File: config.mk
export PLATFORM = sky130hd
export DESIGN_NAME = switch_input_device
export DESIGN_NICKNAME = d
export VERILOG_FILES = /design/src/rtl/switch_input_device_pkg.sv /design/src/rtl/switch_input_device_sync_debounce.sv /design/src/rtl/switch_input_device.sv
export SDC_FILE = /design/constraint.sdc
export NUM_CORES = 1
export LEC_CHECK = 0
export BUFFER_PORTS_ARGS = -buffer_cell sky130_fd_sc_hd__buf_2
export CAP_MARGIN = 20
export CORE_AREA = 2 2 88 90
export CTS_CLUSTER_SIZE = 24
export DETAILED_ROUTE_END_ITERATION = 12
export DIE_AREA = 0 0 90 92
export PLACE_DENSITY = 0.75
export SLEW_MARGIN = 25
export SYNTH_ARGS = -nofsm -noshare
export SYNTH_HDL_FRONTEND = slang
export SYNTH_SLANG_ARGS = --single-unit
export TNS_END_PERCENT = 10
File: constraint.sdc
create_clock -name clk -period 1.7 [get_ports clk]
set_input_delay 0.085 -clock clk [delete_from_list [all_inputs] [get_ports clk]]
set_output_delay 0.085 -clock clk [all_outputs]
set_load 0.02 [all_outputs]
File: src/rtl/switch_input_device_pkg.sv
// Shared constants for the switch input peripheral: default register
// addresses, CTRL bit positions and the read-select encoding.
package switch_input_device_pkg;

  localparam logic [31:0] ADDR_DATA_DEFAULT = 32'hF000_0014;
  localparam logic [31:0] ADDR_CTRL_DEFAULT = 32'hF000_0114;

  localparam int unsigned CTRL_READY_BIT   = 0;
  localparam int unsigned CTRL_OVERRUN_BIT = 1;
  localparam int unsigned CTRL_IE_BIT      = 8;

  typedef enum logic [1:0] {
    SEL_NONE,
    SEL_DATA,
    SEL_CTRL
  } reg_sel_e;

endpackage

File: src/rtl/switch_input_device_sync_debounce.sv
// Two-flop synchronizer plus saturating-count debouncer; pulses commit when a
// candidate has been stable long enough and differs from the current value.
module switch_input_device_sync_debounce #(
  parameter int unsigned WIDTH           = 10,
  parameter int unsigned DEBOUNCE_CYCLES = 100000
) (
  input  logic             clk,
  input  logic             reset,
  input  logic [WIDTH-1:0] sw_in,
  input  logic [WIDTH-1:0] current,
  output logic [WIDTH-1:0] stable,
  output logic             commit
);

  localparam int unsigned     CW      = $clog2(DEBOUNCE_CYCLES + 1);
  localparam logic [CW-1:0]   CNT_MAX = CW'(DEBOUNCE_CYCLES);
  localparam logic [CW-1:0]   CNT_ONE = CW'(1);

  logic [WIDTH-1:0] sync1;
  logic [WIDTH-1:0] sync2;
  logic [WIDTH-1:0] cand;
  logic [CW-1:0]    cnt;

  always_ff @(posedge clk or negedge reset) begin
    if (!reset) begin
      sync1 <= '0;
      sync2 <= '0;
      cand  <= '0;
      cnt   <= '0;
    end else begin
      sync1 <= sw_in;
      sync2 <= sync1;
      if (sync2 != cand) begin
        cand <= sync2;
        cnt  <= '0;
      end else if (cnt != CNT_MAX) begin
        cnt <= cnt + CNT_ONE;
      end
    end
  end

  // Drops by itself one cycle later because the owner then holds cand.
  assign stable = cand;
  assign commit = (cnt == CNT_MAX) && (cand != current);

endmodule

File: src/rtl/switch_input_device.sv
// Memory-mapped debounced switch input: DATA/CTRL registers on the shared
// bus, ready/overrun status and a level interrupt.
module switch_input_device
  import switch_input_device_pkg::*;
#(
  parameter int unsigned          BIT_WIDTH       = 32,
  parameter int unsigned          SW_WIDTH        = 10,
  parameter int unsigned          DEBOUNCE_CYCLES = 100000,
  parameter logic [BIT_WIDTH-1:0] ADDR_DATA       = BIT_WIDTH'(ADDR_DATA_DEFAULT),
  parameter logic [BIT_WIDTH-1:0] ADDR_CTRL       = BIT_WIDTH'(ADDR_CTRL_DEFAULT)
) (
  input  logic                 clk,
  input  logic                 reset,
  input  logic [BIT_WIDTH-1:0] aBus,
  input  logic                 rdEn,
  input  logic                 wrtEn,
  input  logic [BIT_WIDTH-1:0] dBusIn,
  output logic [BIT_WIDTH-1:0] dBusOut,
  input  logic [SW_WIDTH-1:0]  swIn,
  output logic                 intr
);

  logic [SW_WIDTH-1:0] data;
  logic [SW_WIDTH-1:0] stable;
  logic                commit;
  logic                ready;
  logic                overrun;
  logic                ie;
  logic                data_rd;
  logic                ctrl_wr;
  logic                ready_clr;
  logic                overrun_clr;
  logic                unused_dbus;
  reg_sel_e            sel;

  switch_input_device_sync_debounce #(
    .WIDTH          (SW_WIDTH),
    .DEBOUNCE_CYCLES(DEBOUNCE_CYCLES)
  ) u_sync_debounce (
    .clk    (clk),
    .reset  (reset),
    .sw_in  (swIn),
    .current(data),
    .stable (stable),
    .commit (commit)
  );

  assign data_rd     = rdEn && (aBus == ADDR_DATA);
  assign ctrl_wr     = wrtEn && (aBus == ADDR_CTRL);
  assign ready_clr   = data_rd || (ctrl_wr && !dBusIn[CTRL_READY_BIT]);
  assign overrun_clr = ctrl_wr && !dBusIn[CTRL_OVERRUN_BIT];
  assign unused_dbus = ^dBusIn;

  // Commit has priority over both clears; overrun only latches when the
  // previous value was still unread at the moment of the new commit.
  always_ff @(posedge clk or negedge reset) begin
    if (!reset) begin
      data    <= '0;
      ready   <= 1'b0;
      overrun <= 1'b0;
      ie      <= 1'b0;
    end else begin
      if (commit) begin
        data  <= stable;
        ready <= 1'b1;
      end else if (ready_clr) begin
        ready <= 1'b0;
      end
      if (commit && ready && !ready_clr) begin
        overrun <= 1'b1;
      end else if (overrun_clr) begin
        overrun <= 1'b0;
      end
      if (ctrl_wr) begin
        ie <= dBusIn[CTRL_IE_BIT];
      end
    end
  end

  always_comb begin
    sel = SEL_NONE;
    if (rdEn && (aBus == ADDR_DATA)) begin
      sel = SEL_DATA;
    end else if (rdEn && (aBus == ADDR_CTRL)) begin
      sel = SEL_CTRL;
    end
  end

  always_comb begin
    dBusOut = '0;
    case (sel)
      SEL_DATA: dBusOut[SW_WIDTH-1:0] = data;
      SEL_CTRL: begin
        dBusOut[CTRL_READY_BIT]   = ready;
        dBusOut[CTRL_OVERRUN_BIT] = overrun;
        dBusOut[CTRL_IE_BIT]      = ie;
      end
      default: ;
    endcase
  end

  assign intr = ready & ie;

endmodule

==> summary.txt <==
Outcome: finished with violations
Failing checks: setup timing
RD Place Congestion: 0.803
Synth warn: 0
Core area: 7450 µm²
DR iter-0 viols: 47
Worst-path maximum fanout: 7
HP Class: primary input to flip-flop
Die Span Y: 92 µm
Grt total ovfl: 0
Finished Core Util: 0.506
Routed wire length: 5.31 mm
Async SR Flop Fraction: 1.00
Per-cell routed wire length: 11.8 µm
TritonCTS clock tree: yes
Worst vdd ir: 0.599 mV
Pleak: 1.84 nW
CP Data Required Time: 1.91 ns
CP Data Arrival Time: 1.92 ns
Unrepaired setup endpoints after global routing: yes
DR vias/cell: 4.44
Placement row count: 32
Fill cell count: 677
Layout area overhead: 34.2%
Slew headroom: 0.598
Slowest CP cell: dfrtp_1
Syn Inst Count: 237
Vias in the first global route: 1984
Clock skew: 0.0107 ns
Post-synth EDFFs: 0
Fmax: 587 MHz
Final hold vios: 0
Clock Sinks: 60
#FFs+latches synth: 60
Global-route wire length before repair: 8.94 mm
Chip width: 90 µm
Layout cell share with drive strength beyond 1: 0.397
Actual slew at the worst max-slew pin: 0.603 ns
Initial core utilization: 0.377
Synth cell types: 38
DP HPWL: 4.07 mm
Main synth FF type: dfrtp_1
Min cycle time layout: 1.70 ns
Initial antenna violation count: 0
Clock root buffer: clkbuf_8
Crit path cell chain: inv_1 > ha_1 > and4bb_2 > nand4_4 > a41o_1 > buf_12 > mux2_4
Antenna-violating nets left: 0
Maximum buffer depth of the clock tree: 2
GRT Util Overall: 0.136
Clock transition at path regs: 0.07 ns
Count of final setup violators: 2
H-tree Lvls: 3
Nets: 425
Crit path kind: flip-flop to flip-flop
Max Cap Viol: 0
Clk_lat worst skew: 0.33 ns
Slew Limit Fails: 0
Drt first pass iters: 4
Total power draw: 0.00302 W
Largest net degree at the start of global routing: 27
I/O pin cnt: 111
Post-Place Worst Slack: -0.0184 ns
TritonCTS buffer count: 9
Final WS setup: -0.00316 ns
FF+latch area: 1500 µm²
CP peak stage delay: 0.38 ns
Number of diodes: 0
Final Cycle Share: 1.00
DR DRC count: 0
Vias after detailed routing: 2008
DIE AREA: 8280 µm²
WHS: 0.121 ns
Seq/Total Area, Yosys: 0.534
Worst setup EP type: flip-flop
Setup TNS: -0.00616 ns
Multi-input gate area: 1180 µm²
Cell Area, Synth: 2810 µm²
Startpoint Class: flip-flop
Post-Syn Area per Cell: 11.9 µm²
IO buf count: 59
Power per cell area: 801 nW/µm²
==> metrics by stage <==
| step | cell area [µm²] | std cells |
|---|---|---|
| floorplan | 2890 | 258 |
| global placement | 3400 | 422 |
| detailed placement | 3400 | 422 |
| CTS | 3750 | 452 |
| global route | 3770 | 452 |
| finish | 3770 | 452 |
==> routing by layer <==
layer,track usage,share of wire,up-vias
met5,0,0,-
li1,-,-,993
met4,0.0526,0.013,0
met2,0.231,0.50,51
met1,0.161,0.44,959
met3,0.0419,0.056,5
==> cells by family after synthesis <==
| kind of cell | synth area share |
|---|---|
| and+or+nand+nor | 0.179 |
| DFF | 0.534 |
| buffers and inverters | 0.0815 |
| xor gates and xnor gates | 0.0997 |
| muxes | 0.0677 |
| AOI/OAI and AO/OA | 0.0281 |
| adders and majority gates | 0.00890 |
| other | 0.00133 |
==> cell usage after synthesis, drive strengths merged, types with 2 or more instances <==
master	count	area, µm²
nor4b	3	41.3
nor3	4	20.0
buf	23	176
and3	4	25.0
or3	2	12.5
mux2	14	180
ha	2	25.0
xnor2	11	96.3
o21ai	3	15.0
and2	9	56.3
nand4	8	65.1
nor2	16	60.1
inv	3	11.3
dfrtp	60	1500
nand2	6	22.5
nand3	4	20.0
a21oi	4	20.0
and4bb	3	37.5
nor4	10	62.6
xor2	21	184
and4	5	46.3
clkbuf	11	41.3
==> cell type report <==
cell class                 count  share of cell area
multi-input combinational    161               0.314
inverter                       3             0.00299
tap                          102              0.0338
timing repair buffer         110               0.195
sequential                    60               0.398
clock buffer                  13              0.0448
clock inverter                 3              0.0116
==> where the power goes <==
| group | internal [W] | total [W] | switching, W | leakage (nW) |
|---|---|---|---|---|
| Clock | 0.000798 | 0.00132 | 0.000520 | 0.110 |
| Combinational | 0.000103 | 0.000218 | 0.000115 | 0.967 |
| Sequential | 0.00146 | 0.00149 | 0.0000218 | 0.764 |
==> cells in the final DEF (no fill, tap or decap), types with 2 or more instances in the layout <==
master	netlist	routed
dfrtp_1	60	60
nor3_1	4	3
mux2_2	8	8
nand3_1	4	3
inv_1	3	3
nor4_2	0	2
mux2_4	6	6
clkbuf_8	0	12
buf_4	22	36
and4bb_2	3	3
nor2_1	16	16
and4_2	2	3
dlygate4sd3_1	0	13
buf_2	0	59
and2_1	9	9
nor4_1	10	8
xnor2_1	11	11
and3_1	4	4
nor4b_1	2	2
o21ai_0	3	2
conb_1	1	22
and4_1	3	2
buf_12	0	2
ha_1	2	2
nand4_1	7	7
a21oi_1	4	4
nand2_1	6	6
or3_1	2	2
xor2_1	21	21
==> sequential cells by signal, indices dropped and copies added (netlist names) <==
name / count
u_sync_debounce.stable: 10
data: 10
overrun: 1
u_sync_debounce.sync1: 10
u_sync_debounce.sync2: 10
ready: 1
u_sync_debounce.cnt: 17
ie: 1
==> worst max-delay path: cells and delay by family, from the launching register on <==
kind	cells	cell delay (ns)
DFF	1	0.38
AOI/OAI and AO/OA	1	0.25
adders and majority gates	1	0.14
buffers and inverters	2	0.21
muxes	1	0.29
and+or+nand+nor	2	0.33
==> path summary, 6_finish.rpt <==
check,startpoint,endpoint,slack [ns],cells after the start
setup / recovery,u_sync_debounce.cnt[0]$_DFFE_PN0P_,data[0]$_DFFE_PN0P_,-0.003,7
hold / removal,wrtEn,overrun$_DFFE_PN0P_,0.12,4
setup reg to reg,u_sync_debounce.cnt[0]$_DFFE_PN0P_,data[0]$_DFFE_PN0P_,-0.003,7
hold reg to reg,u_sync_debounce.sync1[0]$_DFF_PN0_,u_sync_debounce.sync2[0]$_DFF_PN0_,0.35,0
max in group asynchronous,reset,u_sync_debounce.sync2[9]$_DFF_PN0_,0.85,3
min in group asynchronous,reset,u_sync_debounce.cnt[5]$_DFFE_PN0P_,0.30,2
==> timing repair <==
item,4_1_cts,5_1_grt
endpoints found under the setup margin,6,17
hold buffers,13,0
pin swaps,2,1
resized for setup,0,6
endpoints found under the hold margin,35,0
setup buffers,1,0
(Power assumes the default switching activity.)
